## src/rtl/object_pkg.sv

```systemverilog
// Shared constants and types for the object blitter: object geometry,
// default colour keys and the sequencer state encoding.
package object_pkg;

    localparam int OBJ_W      = 16;
    localparam int OBJ_H      = 16;
    localparam int OBJ_ADDR_W = 8;
    localparam int OBJ_COL_W  = 4;   // low address bits select the column
    localparam int COLOR_W    = 24;

    // Address of the bottom-right pixel; reaching it ends the DRAW sweep.
    localparam logic [OBJ_ADDR_W-1:0] OBJ_LAST_ADDR = OBJ_ADDR_W'(OBJ_W * OBJ_H - 1);

    localparam logic [COLOR_W-1:0] DEF_TRANSP_COLOR = 24'h000000;
    localparam logic [COLOR_W-1:0] DEF_BG_COLOR     = 24'h000000;

    typedef enum logic [1:0] {
        IDLE,
        DRAW,
        FLUSH,
        DONE
    } blit_state_t;

endpackage

```

## src/rtl/object_blitter.sv

```systemverilog
// Object blitter: sweeps the 256 addresses of a 16x16 object in a synchronous
// object memory and emits one VGA plot strobe per visible pixel, with colour
// key transparency, an erase mode and clipping at the right/bottom screen edge.
module object_blitter
    import object_pkg::*;
#(
    parameter int                 n            = 8,
    parameter bit                 TRANSP_EN    = 1'b1,
    parameter logic [COLOR_W-1:0] TRANSP_COLOR = DEF_TRANSP_COLOR,
    parameter logic [COLOR_W-1:0] BG_COLOR     = DEF_BG_COLOR
) (
    input  logic                  CLOCK_50,
    input  logic                  reset,
    input  logic                  start,
    input  logic                  erase,
    input  logic [n-1:0]          XC,
    input  logic [n-2:0]          YC,
    output logic [OBJ_ADDR_W-1:0] mem_addr,
    input  logic [COLOR_W-1:0]    mem_data,
    output logic [n-1:0]          VGA_X,
    output logic [n-2:0]          VGA_Y,
    output logic [COLOR_W-1:0]    VGA_COLOR,
    output logic                  plot,
    output logic                  busy,
    output logic                  done
);

    blit_state_t                  state, state_next;
    logic [OBJ_ADDR_W-1:0]        cnt;

    // Pipeline stage that lines the pixel position up with the memory's
    // one-cycle read latency.
    logic                         v;
    logic [OBJ_COL_W-1:0]         px;
    logic [OBJ_ADDR_W-OBJ_COL_W-1:0] py;

    // Draw parameters captured at start so the caller may change them freely.
    logic [n-1:0]                 xc_lat;
    logic [n-2:0]                 yc_lat;
    logic                         erase_lat;

    // One extra bit on each sum catches pixels that fall off the screen.
    logic [n:0]                   sum_x;
    logic [n-1:0]                 sum_y;
    logic                         on_screen;
    logic                         key_hit;

    // State register.
    // NOTE: sequential state uses non-blocking (<=) so every flop samples the
    // pre-edge values of the others, independent of statement order.
    always_ff @(posedge CLOCK_50 or posedge reset) begin
        if (reset) begin
            state <= IDLE;
        end else begin
            state <= state_next;
        end
    end

    // Next-state decode plus the busy/done status outputs.
    // NOTE: every output of this block is given a default first; a path that
    // left one unassigned would make synthesis infer a latch.
    always_comb begin
        state_next = state;
        busy       = 1'b0;
        done       = 1'b0;
        case (state)
            IDLE: begin
                if (start) state_next = DRAW;
            end
            DRAW: begin
                busy = 1'b1;
                if (cnt == OBJ_LAST_ADDR) state_next = FLUSH;
            end
            FLUSH: begin
                busy       = 1'b1;
                state_next = DONE;
            end
            DONE: begin
                done       = 1'b1;
                state_next = IDLE;
            end
            default: state_next = IDLE;
        endcase
    end

    // Address counter, draw-parameter latch and pixel pipeline stage.
    always_ff @(posedge CLOCK_50 or posedge reset) begin
        if (reset) begin
            cnt       <= '0;
            v         <= 1'b0;
            px        <= '0;
            py        <= '0;
            xc_lat    <= '0;
            yc_lat    <= '0;
            erase_lat <= 1'b0;
        end else begin
            v <= (state == DRAW);
            if (state == IDLE && start) begin
                xc_lat    <= XC;
                yc_lat    <= YC;
                erase_lat <= erase;
                cnt       <= '0;
            end else if (state == DRAW) begin
                px  <= cnt[OBJ_COL_W-1:0];
                py  <= cnt[OBJ_ADDR_W-1:OBJ_COL_W];
                cnt <= cnt + 1'b1;   // wraps to 0 on the last address
            end
        end
    end

    assign mem_addr = cnt;

    assign sum_x     = {1'b0, xc_lat} + (n+1)'(px);
    assign sum_y     = {1'b0, yc_lat} + n'(py);
    assign on_screen = !sum_x[n] && !sum_y[n-1];
    assign key_hit   = TRANSP_EN && (mem_data == TRANSP_COLOR);

    assign plot      = v && on_screen && (erase_lat || !key_hit);
    assign VGA_COLOR = plot ? (erase_lat ? BG_COLOR : mem_data) : '0;
    assign VGA_X     = v ? sum_x[n-1:0] : '0;
    assign VGA_Y     = v ? sum_y[n-2:0] : '0;

endmodule

```

## config.mk

```make
export PLATFORM = sky130hd
export DESIGN_NAME = object_blitter
export DESIGN_NICKNAME = d
export VERILOG_FILES = /design/src/rtl/object_pkg.sv /design/src/rtl/object_blitter.sv
export SDC_FILE = /design/constraint.sdc
export NUM_CORES = 1
export LEC_CHECK = 0
export CAP_MARGIN = 10
export CELL_PAD_IN_SITES_DETAIL_PLACEMENT = 0
export CELL_PAD_IN_SITES_GLOBAL_PLACEMENT = 2
export CORE_MARGIN = 3
export CORE_UTILIZATION = 27
export DETAILED_ROUTE_END_ITERATION = 12
export GPL_TIMING_DRIVEN = 0
export PLACE_DENSITY_LB_ADDON = 0.08
export SLEW_MARGIN = 20
export SYNTH_ARGS = -nofsm -noshare
export SYNTH_HDL_FRONTEND = slang
export SYNTH_SLANG_ARGS = --single-unit
export TNS_END_PERCENT = 1
```

## constraint.sdc

```tcl
create_clock -name CLOCK_50 -period 6.8 [get_ports CLOCK_50]
set_clock_uncertainty 0.2 [all_clocks]
set_input_delay 1.02 -clock CLOCK_50 [delete_from_list [all_inputs] [get_ports CLOCK_50]]
set_output_delay 1.02 -clock CLOCK_50 [all_outputs]
set_load 0.02 [all_outputs]
```

# Word-level counts from Yosys, hierarchy flattened
# Index checks and enable logic that the tools add are counted.
# op_classes
addsub	3
n_eq_ne	6
mux	11
bitwise_logic	1
reduce_logical	14
# ops
op	n
$mux W24	2
$logic_not A24 Y1	1
$mux W8	3
$add A8 B4 Y9	1
$add A7 B4 Y8	1
$add A8 B1 Y8 const B	1
$eq A8 B8 Y1 const B	1
$pmux W2 S4	1
$mux W7	1
$eq A2 B2 Y1 const B	2
$logic_and A1 B1 Y1	4
$mux W2	2
$ne A2 B2 Y1 const B	2
$reduce_and A2 Y1	2
$logic_not A1 Y1	3
$eq A2 B1 Y1 const B	1
$logic_not A2 Y1	1
$mux W1	2
$reduce_bool A2 Y1	1
$reduce_or A2 Y1	1
$logic_or A1 B1 Y1	1
$not A1 Y1	1
# word_totals
ff_bits	35
out_inout_bits	50
elab_cells	43

# Depth between registers and ports, before layout
# Gate-level depths: netlist (run 1).
# logic_depth
depth_word	6
depth_mapped	7

# Worst setup path before layout (run 1)
# Ideal clock, no wire load.
# synth_timing
kind	flip-flop to output port
startpoint	register px[0]
endpoint	output port VGA_COLOR[10]
arrival_ns	2.171
path_slack_ns	3.409
path_stages_with_launch	8
n_path_buf	1
cell_sequence	dfrtp_1 -> ha_1 -> fa_1 -> a21o_1 -> a21oi_2 -> o22ai_2 -> buf_6 -> nor3_1
# synth_via
elab_chain_len	6
# synth_lines
item	line_no	source
start: declaration	object_blitter.sv:34	logic [OBJ_COL_W-1:0] px;
start signal: assignment	object_blitter.sv:104	px <= cnt[OBJ_COL_W-1:0];
$add A8 B4 Y9	object_blitter.sv:113	assign sum_x = {1'b0, xc_lat} + (n+1)'(px);
$logic_not A1 Y1	object_blitter.sv:115	assign on_screen = !sum_x[n] && !sum_y[n-1];
$logic_and A1 B1 Y1	object_blitter.sv:115	
$logic_and A1 B1 Y1 (2 in a row)	object_blitter.sv:118	assign plot = v && on_screen && (erase_lat || !key_hit);
$mux W24	object_blitter.sv:119	assign VGA_COLOR = plot ? (erase_lat ? BG_COLOR : mem_data) : '0;
end: declaration	object_blitter.sv:22	output logic [COLOR_W-1:0] VGA_COLOR,
# Every way passes these cells.

# Final worst setup path (run 1)
# layout_timing
startpoint	input port mem_data[0]
endpoint	output port VGA_COLOR[17]
# layout_via
elab_chain_len	5
# layout_lines
item	line_no	source
start: declaration	object_blitter.sv:19	input logic [COLOR_W-1:0] mem_data,
$logic_not A24 Y1	object_blitter.sv:116	assign key_hit = TRANSP_EN && (mem_data == TRANSP_COLOR);
$logic_not A1 Y1	object_blitter.sv:118	
$logic_or A1 B1 Y1	object_blitter.sv:118	
$logic_and A1 B1 Y1	object_blitter.sv:118	
$mux W24	object_blitter.sv:119	
# Every way passes these cells.

==> summary.txt, run 1 <==
Finish
  – Post-route cell area: between 3000 and 4000 um^2
  – Layout cell share with drive strength beyond 1: 14.1%
  – Finished Core Util: 43.3%
  – Multi-input logic area: approximately 1300 um^2
  – Storage element area: roughly 900 um^2
  – Area growth syn-to-layout: 51.0%
  – Non-filler instance count after layout: about 440
  – Diodes inserted: 0
  – Fillcell total: 817
  – NumNets Final: about 400

GRT
  – Largest net degree at the start of global routing: 36
  – Initial antenna violation count: 0
  – Total grt overflow: 0
  – GRT Overall Usage: ~14%
  – First-pass GRT wire length: 10.5 mm
  – Number of global-route vias before repair: approximately 2,000

Die
  – Core area: approximately 8000 um^2
  – Die area: 9600 um^2
  – IO Pins: a little over 90
  – Die H: just under 100 um
  – Initial Util: 28.7%
  – Die X: about 98 um
  – Row cnt: 32

STA
  – Worst slew margin: between 50% and 60%
  – Hold_ws: 319 ps
  – Final setup violating endpoints: 0
  – RSZ-0062 raised after global routing: no
  – Final Cycle Share: around 66%
  – Worst Tran Pin Value: roughly 730 ps
  – F_max: about 220 MHz
  – Crit path time final: ~4500 ps
  – Final Max Slew Viols: 0
  – Worst setup margin: between 2000 and 2500 ps
  – Final Hold Fails: 0
  – Setup TNS: 0 ps

Hold path
  – Worst Hold Launch: xc_lat[2]$_DFFE_PP0P_
  – Worst Hold End: xc_lat[2]$_DFFE_PP0P_
  – Hold path cells: 1
  – Hold Crit Class: flip-flop to flip-flop

Setup path
  – Setup CP Type: input port to output pin
  – Flop2flop setup slack: approximately 4700 ps
  – Crit path top cell by count: clkdlybuf4s50_1
  – Setup crit start kind: input port
  – CP max-delay cell: clkdlybuf4s50_1
  – Crit. End Element: output pin
  – Worst-path cell chain: clkdlybuf4s50_1 -> nor4_1 -> nand4_1 -> o22ai_2 -> buf_6 -> nor3_1 -> clkdlybuf4s50_1
  – Largest stage delay on the critical path: 550 ps
  – Worst Path Max Fanout: 10
  – Worst reg-to-reg path cell count: 6
  – R2R Path End: xc_lat[1]$_DFFE_PP0P_
  – Critical path buffer and inverter count: 3
  – Worst r2r src: state[0]$_DFFE_PP0P_
  – Critical path's top delay family: buffers and inverters
  – Crit path required time: 5580 ps
  – WP data arrival: between 3000 and 4000 ps

Yosys
  – Most common cell in the netlist: dfrtp_1
  – Avg Cell Area, Syn: about 10 um^2
  – Syn_nets: just under 300
  – Cells after synthesis: 234
  – Synth unique cells: 35
  – Main synth FF type: dfrtp_1
  – EDFF count, synth: 0
  – Area contributors post-synth: dfrtp_1, mux2_2, ha_1
  – Yosys top cell area share: between 30% and 40%
  – Post-synth top area cell: dfrtp_1
  – Sequential fraction of the synthesis area: between 30% and 40%
  – Commonest cells in the netlist: dfrtp_1, nand2_1, mux2_2, nor3_1, ha_1
  – Synth Register Bits: 35
  – Netlist Area Pre-Place: 2280 um^2
  – Ys async rst share: 100%
  – YS warnings: 0

Pwr
  – Power Dens Cells: around 370 nW/um^2
  – Psw: just over 0.5 mW
  – Flop pwr share: between 20% and 30%
  – Combinational share of power: 56.4%
  – Leakage: 1.46 nW
  – Power, Total: 1.26 mW
  – Net Sw Frac: between 40% and 50%
  – Internal: around 0.76 mW
  – Clock share of power: ~15%
  – Peak supply drop: about 180 uV

Detailed routing
  – Drc violations: 0
  – Final WL: roughly 6.5 mm
  – Drt via density: 4.72
  – Routed Antenna Nets: 0
  – DRT Pass-1 Iters: 4
  – Via count: 2,059
  – Avg WL per Cell: 14.9 um
  – Detailed Route Iter0 Violations: between 40 and 50

Clock tree
  – Post-CTS Repair Setup Buffers: 0
  – CTS resizes: 0
  – Clock transition at path regs: roughly 80 ps
  – Root Driver: clkbuf_8
  – H-tree levels: 2
  – Clock Path Buffers: 2
  – TritonCTS Buffers: 5
  – Post-CTS Hold Buffers: 0
  – CTS tree: built
  – Worst-Skew Late Latency: about 290 ps
  – Clock Sink Count: 35

Place
  – PortBufs: 92
  – Gp weighted congestion: between 0.7 and 0.8
  – Placed cell areas: around 3300 um^2
  – Dpl hpwl: about 5.1 mm
  – Placed cell count: about 430
  – Setup WS pre-CTS: between 2000 and 2500 ps

Status
  – Run status: finished, final reports clean

Flow run
  – Total of max-cap violations: 0
==> power groups by stage <==
stage | Sequential (mW) | Clock, mW | Combinational (mW)
after floorplan | 0.351 | 0 | 0.447
after global placement | 0.361 | 0 | 0.720
after detailed placement | 0.362 | 0 | 0.723
after CTS | 0.358 | 0.199 | 0.727
after global routing | 0.371 | 0.208 | 0.783
final | 0.358 | 0.194 | 0.713
==> cell usage in the layout (no fill, tap or decap), drive strengths merged, types with 4 or more instances in the layout <==
| cell type | synthesis | routed |
|---|---|---|
| nand2 | 32 | 32 |
| clkbuf | 6 | 11 |
| clkdlybuf4s50 | 0 | 92 |
| mux2i | 5 | 5 |
| ha | 14 | 14 |
| and2 | 9 | 9 |
| nor2 | 10 | 10 |
| mux2 | 25 | 25 |
| nor4 | 5 | 5 |
| xor2 | 6 | 6 |
| inv | 4 | 5 |
| a21oi | 4 | 4 |
| o21ai | 10 | 10 |
| nor3 | 25 | 25 |
| or3 | 4 | 4 |
| a211oi | 4 | 4 |
| buf | 7 | 7 |
| dfrtp | 35 | 35 |
| a21o | 4 | 4 |
| nand4 | 5 | 5 |
==> cell families after synthesis <==
family,count (synthesis),share of synthesized area [%]
flops,35,38.3
xor+xnor,9,3.45
compound gates,27,8.27
mux,30,14.5
simple gates,100,21.7
buf+inv,17,4.27
fa+ha+maj,16,9.42
==> flip-flops by register name, summed over array words and instances, names as in the netlist <==
name       count
mem_addr       8
xc_lat         8
yc_lat         7
px             4
py             4
state          2
erase_lat      1
v              1
==> metal layers <==
layer	track usage, %	vias up	share of wire, %
li1	-	1023	-
met1	18.9	983	49
met2	21.2	47	45
met3	3.43	6	4.6
met4	2.98	0	0.94
met5	0	-	0
==> worst max-delay path by stage <==
stage,startpoint,endpoint,slack [ps],depth (start not counted)
2_1_floorplan,px[0]$_DFFE_PP0P_,VGA_COLOR[10],3410,7
3_3_place_gp,mem_data[4],VGA_COLOR[3],2290,7
3_5_place_dp,mem_data[0],VGA_COLOR[3],2300,7
4_1_cts,mem_data[0],VGA_COLOR[3],2290,7
5_1_grt,mem_data[4],VGA_COLOR[10],2130,7
6_report,mem_data[0],VGA_COLOR[17],2310,7
==> cell type report <==
type | instances | share of cell area (%)
clock buffers | 5 | 1.99
well taps | 102 | 3.70
repair buffers | 92 | 26.7
clock inverters | 3 | 1.38
plain buffers | 13 | 2.39
multi-input cells | 182 | 38.0
inverters | 4 | 0.435
flip-flops and latches | 35 | 25.4
Power figures use the tool's default switching activity.
==> run 2, diff against run 1 <==
Settings changed: CORE_UTILIZATION 27 to 25.
Clock period 6.8 ns to 4.6 ns, I/O delays scaled along.
==> summary.txt, run 2 (synthesis gave the netlist of run 1 again) <==
Status
  – Run status: finished, final reports clean

Detailed routing
  – Drc violations: 0
  – Detailed Route Iter0 Violations: between 50 and 60
  – Drt via density: about 4.6
  – DRT Pass-1 Iters: 4
  – Routed Antenna Nets: 0
  – Via count: roughly 2,000
  – Avg WL per Cell: 14.9 um
  – Final WL: approximately 6.6 mm

Clock tree
  – Root Driver: clkbuf_8
  – CTS resizes: 0
  – Clock transition at path regs: around 70 ps
  – Post-CTS Repair Setup Buffers: 0
  – H-tree levels: 2
  – Post-CTS Hold Buffers: 0
  – Clock Path Buffers: 2
  – Clock Sink Count: 35
  – TritonCTS Buffers: 5
  – CTS tree: built
  – Worst-Skew Late Latency: 280 ps

Finish
  – Post-route cell area: roughly 3400 um^2
  – Finished Core Util: 39.1%
  – Fillcell total: a little over 900
  – Most frequent cells in the layout: clkdlybuf4s50_1, dfrtp_1, nand2_1, mux2_2, nor3_1
  – Storage element area: between 800 and 900 um^2
  – Layout cell share with drive strength beyond 1: between 10% and 20%
  – Multi-input logic area: between 1000 and 1500 um^2
  – Commonest non-fill, non-tap cell in the layout: clkdlybuf4s50_1
  – NumNets Final: approximately 390
  – Area growth syn-to-layout: 50.7%
  – Diodes inserted: 0

STA
  – Crit path time final: about 3900 ps
  – RSZ-0062 raised after global routing: no
  – Setup TNS: 0 ps
  – Final Hold Fails: 0
  – Final Cycle Share: between 80% and 90%
  – Worst slew margin: 66.6%
  – Worst Tran Pin Value: between 500 and 600 ps
  – Hold_ws: ~320 ps
  – Worst setup margin: 734 ps
  – Final setup violating endpoints: 0
  – F_max: 259 MHz
  – Final Max Slew Viols: 0

Die
  – Core area: around 9000 um^2
  – Die H: 102 um
  – Initial Util: roughly a quarter
  – Die area: 10,300 um^2
  – Row cnt: 34
  – Die X: just over 100 um
  – IO Pins: between 90 and 100

Pwr
  – Peak supply drop: 236 uV
  – Leakage: 1.45 nW
  – Power Dens Cells: 525 nW/um^2

Place
  – Placed cell areas: approximately 3400 um^2
  – Dpl hpwl: 5.25 mm
  – Setup WS pre-CTS: 763 ps
  – PortBufs: 92
  – Gp weighted congestion: around 0.69

Flow run
  – Total of max-cap violations: 0

Setup path
  – Flop2flop setup slack: 2490 ps
  – Crit path required time: approximately 3700 ps
  – Worst Path Max Fanout: 10
  – Setup crit start kind: flip-flop
  – WP data arrival: a little under 3000 ps
  – Setup CP Type: flip-flop to output pin
  – Crit. End Element: output pin

GRT
  – GRT Overall Usage: 13.3%
  – Total grt overflow: 0
  – First-pass GRT wire length: between 10 and 15 mm
  – Initial antenna violation count: 0
  – Number of global-route vias before repair: a little over 2,000
  – Largest net degree at the start of global routing: 29

Hold path
  – Hold Crit Class: flip-flop to flip-flop
run 2: final cells by class:
class | instances | area share [%]
plain buffers | 13 | 2.40
clock buffers | 7 | 2.22
clock inverters | 1 | 0.145
inverters | 4 | 0.436
multi-input cells | 182 | 38.1
flip-flops and latches | 35 | 25.4
well taps | 108 | 3.93
repair buffers | 93 | 27.3
run 2: critical path, stage by stage (launching register included):
cell	delay, ps
dfrtp_1	390
ha_1	250
fa_1	410
a21o_1	200
a21oi_2	260
o22ai_2	190
buf_6	180
nor3_1	170
clkdlybuf4s50_1	640
run 2: stage by stage:
stage	total power, mW	std cells
finish	1.81	443
global route	1.97	443
CTS	1.84	443
detailed placement	1.61	435
global placement	1.60	434
floorplan	1.18	234
run 2: per-layer routing:
layer	wire length (um)	part of all wire [%]	vias to the layer above	GRT usage [%]
li1	-	-	1037	-
met1	3290	50	936	19.1
met2	2970	45	55	20.2
met3	302	4.6	2	3.31
met4	23	0.35	0	2.45
met5	0	0	-	0
run 2: where the power goes:
group	internal (mW)	switching (mW)
sequential	0.422	0.110
combinational	0.535	0.527
clock	0.106	0.106
total	1.06	0.743
run 2: worst paths after layout:
path,startpoint,endpoint,cells past startpoint
worst min-delay path,yc_lat[2]$_DFFE_PP0P_,yc_lat[2]$_DFFE_PP0P_,1
min in group asynchronous,reset,state[1]$_DFFE_PP0P_,2
worst max register to register,state[0]$_DFFE_PP0P_,yc_lat[4]$_DFFE_PP0P_,6
max in group asynchronous,reset,py[3]$_DFFE_PP0P_,3
worst min register to register,yc_lat[2]$_DFFE_PP0P_,yc_lat[2]$_DFFE_PP0P_,1
worst max-delay path,px[0]$_DFFE_PP0P_,VGA_COLOR[22],8
